$ cat src/rtl/inert_burst_rdr_if.sv
`timescale 1ns/1ps
// SPI monarch handshake: the reader issues wrt/cmd, the monarch answers with done/rd_data.
interface inert_burst_rdr_if;
  logic        wrt;
  logic [15:0] cmd;
  logic        done;
  logic [7:0]  rd_data;

  modport master (output wrt, cmd, input done, rd_data);
  modport slave  (input wrt, cmd, output done, rd_data);
endinterface

$ cat src/rtl/inert_burst_rdr.sv
`timescale 1ns/1ps
// Inertial sensor reader: power-on wait, three config writes, then one burst read of
// every channel per INT assertion, published atomically with an overrun indication.
module inert_burst_rdr #(
  parameter int          NUM_CH    = 6,
  parameter logic [7:0]  BASE_ADDR = 8'h22,
  parameter bit          FAST_SIM  = 1'b1,
  parameter logic [15:0] INIT_CMD0 = 16'h0D02,
  parameter logic [15:0] INIT_CMD1 = 16'h1160,
  parameter logic [15:0] INIT_CMD2 = 16'h1440
) (
  input  logic                    clk,
  input  logic                    rst_n,
  inert_burst_rdr_if.master       spi,
  input  logic                    INT,
  output logic [16*NUM_CH-1:0]    rdings,
  output logic                    vld,
  output logic                    init_done,
  output logic                    ovr
);

  localparam int          NB       = 2 * NUM_CH;
  localparam logic [3:0]  LAST_K   = 4'(NB - 1);
  localparam logic [15:0] PWR_LAST = FAST_SIM ? 16'd1023 : 16'hFFFF;

  localparam logic [2:0] PWR_WAIT = 3'd0;
  localparam logic [2:0] INIT_WR  = 3'd1;
  localparam logic [2:0] INIT_WT  = 3'd2;
  localparam logic [2:0] IDLE     = 3'd3;
  localparam logic [2:0] RD_WR    = 3'd4;
  localparam logic [2:0] RD_WT    = 3'd5;
  localparam logic [2:0] PUBLISH  = 3'd6;

  logic [2:0]            state_q, state_d;
  logic [15:0]           cnt_q, cnt_d;
  logic [1:0]            idx_q, idx_d;
  logic [3:0]            k_q, k_d;
  logic                  ovf_q, ovf_d;
  logic                  init_done_q, init_done_d;
  logic                  wrt_q, wrt_d;
  logic [15:0]           cmd_q, cmd_d;
  logic                  vld_q, vld_d;
  logic                  ovr_q, ovr_d;
  logic [16*NUM_CH-1:0]  rdings_q, rdings_d;
  logic [7:0]            shadow_q [NB];
  logic [7:0]            shadow_d [NB];
  logic [16*NUM_CH-1:0]  shadow_flat;
  logic                  int_meta_q, int_s_q, int_dly_q;
  logic                  int_rise;

  function automatic logic [15:0] init_cmd(input logic [1:0] idx);
    case (idx)
      2'd0:    return INIT_CMD0;
      2'd1:    return INIT_CMD1;
      default: return INIT_CMD2;
    endcase
  endfunction

  assign int_rise = int_s_q & ~int_dly_q;

  always_comb begin : next_state
    state_d     = state_q;
    cnt_d       = cnt_q;
    idx_d       = idx_q;
    k_d         = k_q;
    ovf_d       = ovf_q;
    init_done_d = init_done_q;
    shadow_d    = shadow_q;
    case (state_q)
      PWR_WAIT: begin
        if (cnt_q == PWR_LAST) begin
          state_d = INIT_WR;
          idx_d   = 2'd0;
        end else begin
          cnt_d = cnt_q + 16'd1;
        end
      end
      INIT_WR: state_d = INIT_WT;
      INIT_WT: begin
        if (spi.done) begin
          if (idx_q == 2'd2) begin
            init_done_d = 1'b1;
            state_d     = IDLE;
          end else begin
            idx_d   = idx_q + 2'd1;
            state_d = INIT_WR;
          end
        end
      end
      IDLE: begin
        if (int_s_q) begin
          k_d     = 4'd0;
          ovf_d   = 1'b0;
          state_d = RD_WR;
        end
      end
      RD_WR: begin
        if (int_rise) ovf_d = 1'b1;
        state_d = RD_WT;
      end
      RD_WT: begin
        if (int_rise) ovf_d = 1'b1;
        if (spi.done) begin
          for (int b = 0; b < NB; b++) begin
            if (k_q == 4'(b)) shadow_d[b] = spi.rd_data;
          end
          if (k_q == LAST_K) begin
            state_d = PUBLISH;
          end else begin
            k_d     = k_q + 4'd1;
            state_d = RD_WR;
          end
        end
      end
      PUBLISH: state_d = IDLE;
      default: state_d = PWR_WAIT;
    endcase
  end

  // Outputs are registered from the next state so wrt/cmd/vld line up with the state they belong to.
  always_comb begin : outputs_next
    wrt_d = (state_d == INIT_WR) || (state_d == RD_WR);
    cmd_d = 16'h0000;
    if ((state_d == INIT_WR) || (state_d == INIT_WT)) begin
      cmd_d = init_cmd(idx_d);
    end else if ((state_d == RD_WR) || (state_d == RD_WT)) begin
      cmd_d = {1'b1, BASE_ADDR[6:0] + {3'b000, k_d}, 8'h00};
    end
    vld_d    = (state_d == PUBLISH);
    ovr_d    = vld_d & ovf_d;
    rdings_d = vld_d ? shadow_flat : rdings_q;
  end

  generate
    for (genvar gi = 0; gi < NUM_CH; gi++) begin : g_pack
      assign shadow_flat[16*gi +: 16] = {shadow_d[2*gi+1], shadow_d[2*gi]};
    end
  endgenerate

  always_ff @(posedge clk or negedge rst_n) begin
    if (!rst_n) begin
      state_q     <= PWR_WAIT;
      cnt_q       <= '0;
      idx_q       <= '0;
      k_q         <= '0;
      ovf_q       <= 1'b0;
      init_done_q <= 1'b0;
      wrt_q       <= 1'b0;
      cmd_q       <= '0;
      vld_q       <= 1'b0;
      ovr_q       <= 1'b0;
      rdings_q    <= '0;
      shadow_q    <= '{default: '0};
      int_meta_q  <= 1'b0;
      int_s_q     <= 1'b0;
      int_dly_q   <= 1'b0;
    end else begin
      state_q     <= state_d;
      cnt_q       <= cnt_d;
      idx_q       <= idx_d;
      k_q         <= k_d;
      ovf_q       <= ovf_d;
      init_done_q <= init_done_d;
      wrt_q       <= wrt_d;
      cmd_q       <= cmd_d;
      vld_q       <= vld_d;
      ovr_q       <= ovr_d;
      rdings_q    <= rdings_d;
      shadow_q    <= shadow_d;
      int_meta_q  <= INT;
      int_s_q     <= int_meta_q;
      int_dly_q   <= int_s_q;
    end
  end

  assign spi.wrt   = wrt_q;
  assign spi.cmd   = cmd_q;
  assign rdings    = rdings_q;
  assign vld       = vld_q;
  assign init_done = init_done_q;
  assign ovr       = ovr_q;

endmodule
$ cat src/flat_wrapper.sv
// flat-port wrapper written by rule: the top's interface ports become plain ports
module inert_burst_rdr_flat 
#(
  parameter int          NUM_CH    = 6,
  parameter logic [7:0]  BASE_ADDR = 8'h22,
  parameter bit          FAST_SIM  = 1'b1,
  parameter logic [15:0] INIT_CMD0 = 16'h0D02,
  parameter logic [15:0] INIT_CMD1 = 16'h1160,
  parameter logic [15:0] INIT_CMD2 = 16'h1440
)
  (clk, rst_n, INT, rdings, vld, init_done, ovr, spi_wrt, spi_cmd, spi_done, spi_rd_data);
  inert_burst_rdr_if spi_i ();
  input  logic clk;
  input  logic rst_n;
  input  logic INT;
  output logic [16*NUM_CH-1:0] rdings;
  output logic vld;
  output logic init_done;
  output logic ovr;
  output wire logic [$bits(spi_i.wrt)-1:0] spi_wrt;
  output wire logic [$bits(spi_i.cmd)-1:0] spi_cmd;
  input wire logic [$bits(spi_i.done)-1:0] spi_done;
  input wire logic [$bits(spi_i.rd_data)-1:0] spi_rd_data;
  assign spi_wrt = spi_i.wrt;
  assign spi_cmd = spi_i.cmd;
  assign spi_i.done = spi_done;
  assign spi_i.rd_data = spi_rd_data;
  inert_burst_rdr #(.NUM_CH(NUM_CH), .BASE_ADDR(BASE_ADDR), .FAST_SIM(FAST_SIM), .INIT_CMD0(INIT_CMD0), .INIT_CMD1(INIT_CMD1), .INIT_CMD2(INIT_CMD2)) u_core (.clk(clk), .rst_n(rst_n), .spi(spi_i), .INT(INT), .rdings(rdings), .vld(vld), .init_done(init_done), .ovr(ovr));
endmodule
$ cat config.mk
export PLATFORM = sky130hd
export DESIGN_NAME = inert_burst_rdr_flat
export DESIGN_NICKNAME = d
export VERILOG_FILES = /design/src/rtl/inert_burst_rdr_if.sv /design/src/rtl/inert_burst_rdr.sv /design/src/flat_wrapper.sv
export SDC_FILE = /design/constraint.sdc
export NUM_CORES = 1
export LEC_CHECK = 0
export ABC_AREA = 1
export BUFFER_PORTS_ARGS = -buffer_cell sky130_fd_sc_hd__buf_2
export CAP_MARGIN = 20
export CORE_UTILIZATION = 40
export CTS_CLUSTER_SIZE = 20
export DETAILED_ROUTE_END_ITERATION = 10
export PLACE_DENSITY_LB_ADDON = 0.12
export REMOVE_ABC_BUFFERS = 1
export SKIP_CTS_REPAIR_TIMING = 1
export SLEW_MARGIN = 20
export SYNTH_ARGS = -nofsm -noshare
export SYNTH_HDL_FRONTEND = slang
export SYNTH_SLANG_ARGS = --single-unit
$ cat constraint.sdc
create_clock -name clk -period 1.9 [get_ports clk]
set_clock_uncertainty 0.2 [all_clocks]
set_input_delay 0.19 -clock clk [delete_from_list [all_inputs] [get_ports clk]]
set_output_delay 0.19 -clock clk [all_outputs]
set_load 0.02 [all_outputs]
==> run metrics, run 1 <==
TritonCTS clock tree built; first-pass GRT wire length around 34000 µm; Sw Ratio 0.2820; clock share of power 0.393; filler cell count about 2100; P_leak between 6 and 7 nW; core box area 0.02182 mm²; Detailed Routing Iterations Pass 1 5; Nets around 1200; Mapped Area 0.008915 mm²; Die W between 150 and 200 µm; largest family of logic cells by synthesized area simple AND/OR/NAND/NOR gates; antenna cells 0; clock sinks approximately 230; H-tree Lvls 1; Distinct cells, synth 32; IO Port Bufs between 100 and 150; power share of the combinational group 0.175; switching power about 3.5 mW; sequential area share after synthesis 0.6344; Synth Area in Compound Gates 0.05782; ratio of cells with drive above 1 in the final layout 0.2165; Initial Util 0.4085; synth warn 0; Total GRT Usage 0.1882; Fmax 0.5374 GHz; vias in the first global route about 6500; Worst Setup Start Kind flip-flop; Total Power ~13 mW; worst vdd ir 0.5135 mV; die area 0.02289 mm²; TritonCTS buffer count 25; crit end category flip-flop; Worst slew margin 0.6165; FF+latch count, synth between 200 and 250; CP Cell Sequence inv_2, nand3_4, nor2_4, nand2_1, a21oi_2, inv_1, ha_1, nand3b_1, nand3_1, nand2_1; # setup viols final 0; die height around 150 µm; initial antenna violation count 0; Iteration-0 DRC Markers roughly 360; Most used DFF post-synth dfrtp_1; Worst path slowest cell dfrtp_1; clock tree buffer depth 3; Avg Vias per Cell around 4.6; clock network latency to the later pin of the worst-skew pair around 0.52 ns; violated checks hold timing; required time of the worst setup path about 2.1 ns; Int Pwr approximately 9.0 mW; hpwl dp ~13000 µm; crit-path most repeated cell nand2_1; maxcap violations 0; clock slew at reported path FFs roughly 0.060 ns; CP Class reg2reg; number of synthesized flops with an enable pin 0; Root Driver clkbuf_16; final hold violation count 1; post-route insts no fill 1444; critical path peak fanout 5; Synth Instances 977; Placer Congestion 0.8284; Final Cycle Share 0.9794; cell total after placement 1383; pin count of the biggest net entering global routing 52; Synth Area in Simple Gates 0.2320; Routed WL about 21000 µm; pwr/cell area ~1100 mW/mm²; site row count 54; Syn Area/Cell approximately 9 µm²; xor and xnor area share after synthesis 0.01572; HP Class in2reg; most frequent cells in the layout 458 x nand2_1, 225 x dfrtp_1, 120 x buf_2; Worst-Margin Slew ~0.57 ns; Final Hold Slack -0.01649 ns; Worst EP arrival between 2 and 2.5 ns; routed via count roughly 6700; sequential power share 0.432; area growth from synthesis to layout 25.53%; number of remaining DRC errors 0; outcome finished, violations left; num ports about 130; pins over their slew limit 0; GR Overflow Total 0; min Tclk post-route 1.861 ns; commonest non-fill, non-tap cell in the layout nand2_1; RSZ-0062 raised after global routing true; mux share of post-synthesis cell area 0; Synth Area in Adders 0.01123; asr flop ratio synth 1.000; Post-DRT Antenna Nets 0; slowest stage delay, CP a little over 0.4 ns; drt wl/cell about 15 µm; CP delay by family, top simple AND/OR/NAND/NOR gates; CP bufs+invs 2
-- power by group through the flow --
stage                     logic, mW  registers, mW  clock network (mW)
after floorplan                1.05           5.59                   0
after global placement         1.90           5.48                   0
after detailed placement       1.92           5.50                   0
after CTS                      1.94           5.41                5.07
after global routing           2.50           5.47                5.24
final                          2.20           5.43                4.94
-- sequential cells by signal (all words and copies together), names as in the netlist, 2 cells and up --
signal,count
u_core.cnt_q,16
u_core.idx_q,2
u_core.k_q,4
u_core.rdings,96
u_core.shadow_q,88
u_core.spi.cmd,9
u_core.state_q,3
-- stage by stage --
| stage | setup WS [ns] | utilization | setup TNS (ns) | hold WS (ns) | cell area (µm²) |
|---|---|---|---|---|---|
| detailed placement | -0.05520 | 0.4631 | -0.1268 | -0.04840 | 10110 |
| global placement | 0.0007366 | 0.4631 | 0 | -0.05160 | 10110 |
| CTS | -0.06550 | 0.5017 | -0.4142 | -0.6052 | 10950 |
| finish | 0.03920 | 0.5128 | 0 | -0.01649 | 11190 |
| global route | -0.09079 | 0.5128 | -0.5056 | 0.01242 | 11190 |
| floorplan | -1.134 | - | -117.20 | -0.3056 | 8686 |
-- cells in the mapped netlist, types with 2 or more instances --
cell / n / share of area
nor3_1: 8 / 0.0045
xnor2_1: 5 / 0.0049
o21ai_0: 64 / 0.036
nand3_2: 3 / 0.0034
nand3b_1: 2 / 0.0017
nand3_1: 17 / 0.0095
o21ai_2: 2 / 0.0020
o21ai_1: 27 / 0.015
inv_1: 46 / 0.019
buf_4: 10 / 0.0084
inv_2: 2 / 0.00084
nand2_1: 462 / 0.19
xor2_1: 11 / 0.011
ha_1: 8 / 0.011
nor2_1: 29 / 0.012
nor2_2: 2 / 0.0014
a21oi_1: 4 / 0.0022
buf_2: 18 / 0.010
buf_1: 3 / 0.0013
clkbuf_1: 16 / 0.0067
dfrtp_1: 226 / 0.63
nand4_1: 2 / 0.0014
-- layout make-up --
| cell class | instances | area (µm²) | area share |
|---|---|---|---|
| Sequential cell | 226 | 5657 | 0.5055 |
| Multi-Input combinational cell | 659 | 2940 | 0.2627 |
| Timing Repair inverter | 1 | 5.005 | 0.0004472 |
| Timing Repair Buffer | 184 | 1205 | 0.1077 |
| Clock buffer | 36 | 706.9 | 0.06317 |
| Tap cell | 280 | 350.3 | 0.03131 |
| Clock inverter | 9 | 135.1 | 0.01208 |
| Inverter | 49 | 191.4 | 0.01711 |
-- worst min-delay path: stages --
cell and delay [ns]:
buf_2 0.10, buf_4 0.14, nand2_1 0.06, nand2_1 0.07, nand2_1 0.08
-- per-layer routing --
metal  wire length, µm  GRT usage  vias up
met4               310    0.03800        0
met3               840    0.03223       26
li1                  -          -     3360
met2              9343     0.2852      114
met1             10600     0.2823     3197
met5                 0          0        -
-- final timing paths --
check / start / endpoint / slack, ns / cells after the start
setup / recovery: u_core.state_q[1] / u_core.spi.cmd[11] / 0.04 / 10
min in group asynchronous: rst_n / u_core.cnt_q[8] / 0 / 2
hold / removal: spi_done / u_core.k_q[3] / -0.02 / 5
setup reg to reg: u_core.state_q[1] / u_core.spi.cmd[11] / 0.04 / 10
hold reg to reg: u_core.int_meta_q / u_core.int_s_q / 0.23 / 0
max in group asynchronous: rst_n / u_core.rdings[63] / 0.88 / 3
-- logic make-up after synthesis --
| family | Yosys count |
|---|---|
| other | 1 |
| buffers and inverters | 97 |
| AND/OR/NAND/NOR | 529 |
| AO/OA/AOI/OAI | 100 |
| adder cells (fa/ha/maj) | 8 |
| flip-flops | 226 |
| XOR/XNOR | 16 |
(Power assumes the default switching activity.)
==> run 2: changes to the inputs <==
--- a/config.mk
+++ b/config.mk
@@ -8,9 +8,11 @@
 export ABC_AREA = 1
 export BUFFER_PORTS_ARGS = -buffer_cell sky130_fd_sc_hd__buf_2
 export CAP_MARGIN = 20
+export CORE_MARGIN = 4
 export CORE_UTILIZATION = 40
 export CTS_CLUSTER_SIZE = 20
 export DETAILED_ROUTE_END_ITERATION = 10
+export GPL_ROUTABILITY_DRIVEN = 0
 export PLACE_DENSITY_LB_ADDON = 0.12
 export REMOVE_ABC_BUFFERS = 1
 export SKIP_CTS_REPAIR_TIMING = 1
==> run 2 against run 1 <==
Net effect:
- register-to-register slack improved by 0.03 ns
- the flow still finishes with violations (hold timing)
- critical endpoint is now u_core.cnt_q[5]
- die area increased by 8.1%
- utilization increased by 1.2 points
- combinational power increased by 12%
==> run metrics, run 2 (synthesis gave the netlist of run 1 again) <==
outcome finished, violations left; violated checks hold timing; TritonCTS clock tree built; critical path peak fanout 5 (unchanged); Worst-Margin Slew 0.6625 ns (+0.08789 ns); TritonCTS buffer count 25 (unchanged); # setup viols final 0 (unchanged); R2R depth 8 (-2); IO Port Bufs 121 (unchanged); Total GRT Usage 0.1788 (-0.009396); pins over their slew limit 0 (unchanged); clock tree buffer depth 3 (unchanged); area growth from synthesis to layout 28.90%; Sw Ratio 0.2801 (-0.001929); Iteration-0 DRC Markers 440 (+21%); HP Class in2async; num ports 128 (unchanged); pin count of the biggest net entering global routing 51 (-1.9%); commonest non-fill, non-tap cell in the layout nand2_1; RSZ-0062 raised after global routing true; crit-path most repeated cell buf_4; ratio of cells with drive above 1 in the final layout 0.2401 (+0.02357); CP Class reg2reg; vias in the first global route 6718 (+4.1%); max reg flops 96 (unchanged); Avg Vias per Cell 4.600 (-0.81%); GR Overflow Total 0 (unchanged); Worst Setup Start Kind flip-flop; CP delay by family, top simple AND/OR/NAND/NOR gates; power share of the combinational group 0.188 (+0.013); clock network latency to the later pin of the worst-skew pair 0.53 ns (about the same); drt wl/cell 14.79 µm (+1.2%); clock slew at reported path FFs 0.06 ns (about the same); Detailed Routing Iterations Pass 1 4 (-1); routed via count 6730 (+0.49%); dpl cell area 0.01022 mm² (+1.2%); Nets 1184 (+1.5%); die height 157.3 µm (+4.0%); antenna cells 0 (unchanged); hpwl dp 14150 µm (+4.9%); fin area 0.01149 mm² (+2.7%); critical path depth in cells 8 (-2); Post-DRT Antenna Nets 0 (unchanged); pwr/cell area 1138 mW/mm² (+1.3%); worst vdd ir 0.5771 mV (+12%); Worst EP arrival 2.07 ns (about the same); Initial Util 0.4072 (-0.001261); switching power 3.663 mW (+3.4%); Int Pwr 9.417 mW (+4.3%); dpl ws -0.02821 ns (+0.02699 ns); Root Driver clkbuf_16; final hold violation count 10 (+9); first-pass GRT wire length 35780 µm (+6.3%); Die W 157.3 µm (+4.0%); initial antenna violation count 0 (unchanged); core box area 0.02189 mm² (+0.31%); CP bufs+invs 3 (+1); site row count 54 (unchanged); Worst path slowest cell dfrtp_2; Worst Slack Setup Final 0.07265 ns (+0.03344 ns); min Tclk post-route 1.827 ns (-0.03344 ns); CP Cell Sequence buf_4, inv_1, nand2_2, nor2_4, nand2_4, buf_4, nor3_1, xor2_1; most frequent cells in the layout 452 x nand2_1, 224 x dfrtp_1, 120 x buf_2; Routed WL 21640 µm (+2.6%); Final Hold Slack -0.01164 ns (+0.004847 ns); Final Cycle Share 0.9618 (-0.01760); clock sinks 226 (unchanged); slowest stage delay, CP 0.45 ns (+0.04 ns); die area 0.02474 mm² (+8.1%); number of remaining DRC errors 0 (unchanged); P_leak 6.331 nW (+1.6%); H-tree Lvls 1 (unchanged); crit end category flip-flop; clock share of power 0.396 (+0.003); required time of the worst setup path 2.14 ns (+0.04 ns); Worst slew margin 0.5579 (-0.05866); sequential power share 0.416 (-0.016); maxcap violations 0 (unchanged); Fmax 0.5472 GHz (+1.8%)
==> run 2: cell types whose count changed in the layout (fill, tap and decap cells not counted), sizes merged <==
cell / delta
bufinv: +1
buf: +17
clkinv: -1
dlygate4sd3: +1
inv: +1
==> run 2: area by class of cell <==
cell class | instances | area (µm²)
Timing Repair Buffer | 202 | 1370
Clock inverter | 10 | 168.9
Multi-Input combinational cell | 659 | 3017
Inverter | 49 | 192.7
Timing Repair inverter | 1 | 7.507
Fill cell | 2105 | 10400
Clock buffer | 36 | 726.9
Tap cell | 280 | 350.3
Sequential cell | 226 | 5658
==> run 2: per-layer routing <==
metal	vias to the layer above	share of wire	GRT usage
met5	-	0	0
met4	0	0.017	0.03810
met3	25	0.038	0.02969
met2	117	0.45	0.2725
met1	3173	0.50	0.2714
li1	3415	-	-
==> run 2: path summary, 6_finish.rpt <==
kind                              startpoint                  end  slack [ns]
max in group asynchronous              rst_n  u_core.shadow_q[83]        0.91
setup / recovery           u_core.state_q[2]      u_core.cnt_q[5]        0.07
setup reg to reg           u_core.state_q[2]      u_core.cnt_q[5]        0.07
min in group clk           u_core.int_meta_q       u_core.int_s_q        0.16
hold / removal                         rst_n           u_core.ovr       -0.01
hold reg to reg            u_core.int_meta_q       u_core.int_s_q        0.16
==> run 2: stage by stage <==
stage / TNS, ns / cells / hold WS [ns] / utilization / total power, mW
final: 0 / 1463 / -0.01164 / 0.5249 / 13.08
after global routing: -0.2739 / 1463 / 0.01150 / 0.5249 / 13.81
after CTS: -0.4246 / 1443 / -0.6090 / 0.5079 / 12.79
after detailed placement: -0.1167 / 1397 / -0.04588 / 0.4670 / 7.536
after global placement: 0 / 1397 / -0.04310 / 0.4670 / 7.498
after floorplan: -117.20 / 934 / -0.3056 / - / 6.634
==> run 2: power by group through the flow <==
stage	clock, mW	combinational (mW)	sequential, mW
floorplan	0	1.05	5.59
global placement	0	2.01	5.49
detailed placement	0	2.04	5.50
CTS	5.33	2.05	5.42
global route	5.52	2.81	5.48
finish	5.18	2.46	5.44
==> run 2: worst reg2reg max path, delay by kind of cell, from the launching register on <==
family / cells / cell delay, ns
xor+xnor: 1 / 0.17
flops: 1 / 0.45
simple gates: 4 / 0.53
buf+inv: 3 / 0.41
==> run 3: changes to the inputs <==
--- a/config.mk
+++ b/config.mk
@@ -9,7 +9,7 @@
 export BUFFER_PORTS_ARGS = -buffer_cell sky130_fd_sc_hd__buf_2
 export CAP_MARGIN = 20
 export CORE_MARGIN = 4
-export CORE_UTILIZATION = 40
+export CORE_UTILIZATION = 51
 export CTS_CLUSTER_SIZE = 20
 export DETAILED_ROUTE_END_ITERATION = 10
 export GPL_ROUTABILITY_DRIVEN = 0
==> run 3 against run 2 <==
Net effect:
- the flow still finishes with violations (hold timing)
- setup slack improved by 0.023 ns
- cell count shrank 5.4%
- worst hold slack lost 0.026 ns
- sequential share of layout area rose by 2.0 points
- total power fell by 7.9%
- combinational power fell by 8.9%
- cell area is 4.0% lower
- global-route usage grew 3.3 points
- non-clock buffer count down 18
- sequential power about the same
- fmax grew 1.3%
- first-iteration DRC count down 17%
- critical path type unchanged
- largest power group unchanged
==> run metrics, run 3 (synthesis gave the netlist of run 1 again) <==
die height 140.2 µm (-11%); Fmax 0.5542 GHz (+1.3%); CP delay by family, top simple AND/OR/NAND/NOR gates; first-pass GRT wire length 34330 µm (-4.0%); num ports 128 (unchanged); pwr/cell area 1093 mW/mm² (-4.0%); post-route insts no fill 1384 (-5.4%); area growth from synthesis to layout 23.72%; Iteration-0 DRC Markers 365 (-17%); power share of the combinational group 0.186 (-0.002); RSZ-0062 raised after global routing true; Avg Vias per Cell 4.902 (+6.6%); filler cell count 1434 (-32%); violated checks hold timing; drt wl/cell 14.99 µm (+1.3%); site row count 48 (-11%); pins over their slew limit 0 (unchanged); die area 0.01966 mm² (-21%); fin area 0.01103 mm² (-4.0%); GR Util met1 0.3102 (+0.03878); clock sinks 226 (unchanged); number of remaining DRC errors 0 (unchanged); TritonCTS clock tree built; Post-DRT Antenna Nets 0 (unchanged); worst vdd ir 0.9183 mV (+59%); clock slew at reported path FFs 0.06 ns (about the same); Int Pwr 8.599 mW (-8.7%); ratio of cells with drive above 1 in the final layout 0.2183 (-0.02178); dpl cell area 0.01004 mm² (-1.8%); sequential power share 0.450 (+0.034); GR peak layer met2; CP Cell Sequence ha_2, nand2_2, nand2_1, nand2_1, o21ai_1, ha_1, nand3b_1, nand3_1, nand2_1; TritonCTS buffer count 23 (-8.0%); CP startpoint u_core.k_q[0]; Die W 140.2 µm (-11%); vias in the first global route 6748 (+0.45%); routed via count 6784 (+0.80%); Nets 1164 (-1.7%); critical path peak fanout 4 (-1); crit end category flip-flop; Worst-Margin Slew 0.6425 ns (-0.01997 ns); Sw Ratio 0.2866 (+0.006508); Worst EP arrival 1.99 ns (-0.08 ns); hpwl dp 13400 µm (-5.3%); cell total after placement 1329 (-4.9%); core box area 0.01724 mm² (-21%); CP bufs+invs 0 (-3); met3 usage 0.03756 (+0.007861); initial antenna violation count 0 (unchanged); clock tree buffer depth 3 (unchanged); Final Hold Slack -0.03811 ns (-0.02647 ns); pin count of the biggest net entering global routing 66 (+29%); R2R depth 9 (+1); antenna cells 0 (unchanged); Worst Setup Start Kind flip-flop; grt met2 use 0.3397 (+0.06718); Initial Util 0.5172 (+0.1100); CP Class reg2reg; required time of the worst setup path 2.09 ns (-0.05 ns); IO Port Bufs 121 (unchanged); setup TNS 0 ns (unchanged); slowest stage delay, CP 0.43 ns (-0.02 ns); HP Class in2async; crit-path most repeated cell nand2_1; Final Cycle Share 0.9498 (-0.01200); max reg flops 96 (unchanged); H-tree Lvls 1 (unchanged); # setup viols final 0 (unchanged); clock network latency to the later pin of the worst-skew pair 0.51 ns (-0.02 ns); GR Overflow Total 0 (unchanged); switching power 3.454 mW (-5.7%); Worst path slowest cell dfrtp_1; Total GRT Usage 0.2117 (+0.03297); Routed WL 20740 µm (-4.1%); P_leak 6.200 nW (-2.1%); min Tclk post-route 1.805 ns (-0.02280 ns); final hold violation count 37 (+27); commonest non-fill, non-tap cell in the layout nand2_1; clock share of power 0.364 (-0.032); reg2reg start u_core.k_q[0]; Worst slew margin 0.5712 (+0.01333); Root Driver clkbuf_16; outcome finished, violations left; critical path depth in cells 9 (+1); most frequent cells in the layout 456 x nand2_1, 225 x dfrtp_1, 120 x buf_2; Detailed Routing Iterations Pass 1 6 (+2); maxcap violations 0 (unchanged)
[run 3: changes by cell type in the layout (fill, tap and decap cells not counted), sizes merged]
cell,change
clkbuf,-5
bufinv,-3
clkinv,+3
buf,-18
inv,-1
[run 3: stage by stage]
stage	util	setup slack, ns	total power, mW
floorplan	-	-1.134	6.634
global placement	0.5828	0.07839	7.439
detailed placement	0.5828	-0.004609	7.513
CTS	0.6257	-0.02258	11.93
global route	0.6399	-0.05232	12.71
finish	0.6399	0.09545	12.05
[run 3: path summary, 6_finish.rpt]
check / to / slack, ns
max: u_core.spi.cmd[11] / 0.1
min: u_core.cnt_q[8] / -0.04
min in group clk: u_core.k_q[0] / -0.01
max reg2reg: u_core.spi.cmd[11] / 0.1
min reg2reg: u_core.int_s_q / 0.17
max in group asynchronous: u_core.cnt_q[6] / 0.49
[run 3: layout make-up]
type | count | area, µm² | area share
sequential | 226 | 5657 | 0.5129
multi-input combinational | 659 | 2947 | 0.2672
timing repair buffer | 184 | 1207 | 0.1095
clock buffer | 31 | 655.6 | 0.05944
tap | 225 | 281.5 | 0.02552
inverter | 49 | 188.9 | 0.01713
clock inverter | 9 | 85.08 | 0.007714
timing repair inverter | 1 | 7.507 | 0.0006807
[run 3: power groups by stage]
| stage | Combinational, mW | Clock, mW | Sequential (mW) |
|---|---|---|---|
| 2_1_floorplan | 1.05 | 0 | 5.59 |
| 3_3_place_gp | 1.96 | 0 | 5.48 |
| 3_5_place_dp | 2.02 | 0 | 5.49 |
| 4_1_cts | 2.03 | 4.49 | 5.41 |
| 5_1_grt | 2.54 | 4.70 | 5.46 |
| 6_report | 2.24 | 4.39 | 5.42 |
[run 3: per-layer routing]
| layer | up-vias | wire, µm | part of all wire |
|---|---|---|---|
| li1 | 3351 | - | - |
| met1 | 3252 | 9651 | 0.47 |
| met2 | 156 | 9753 | 0.47 |
| met3 | 25 | 1063 | 0.051 |
| met4 | 0 | 274 | 0.013 |
| met5 | - | 0 | 0 |
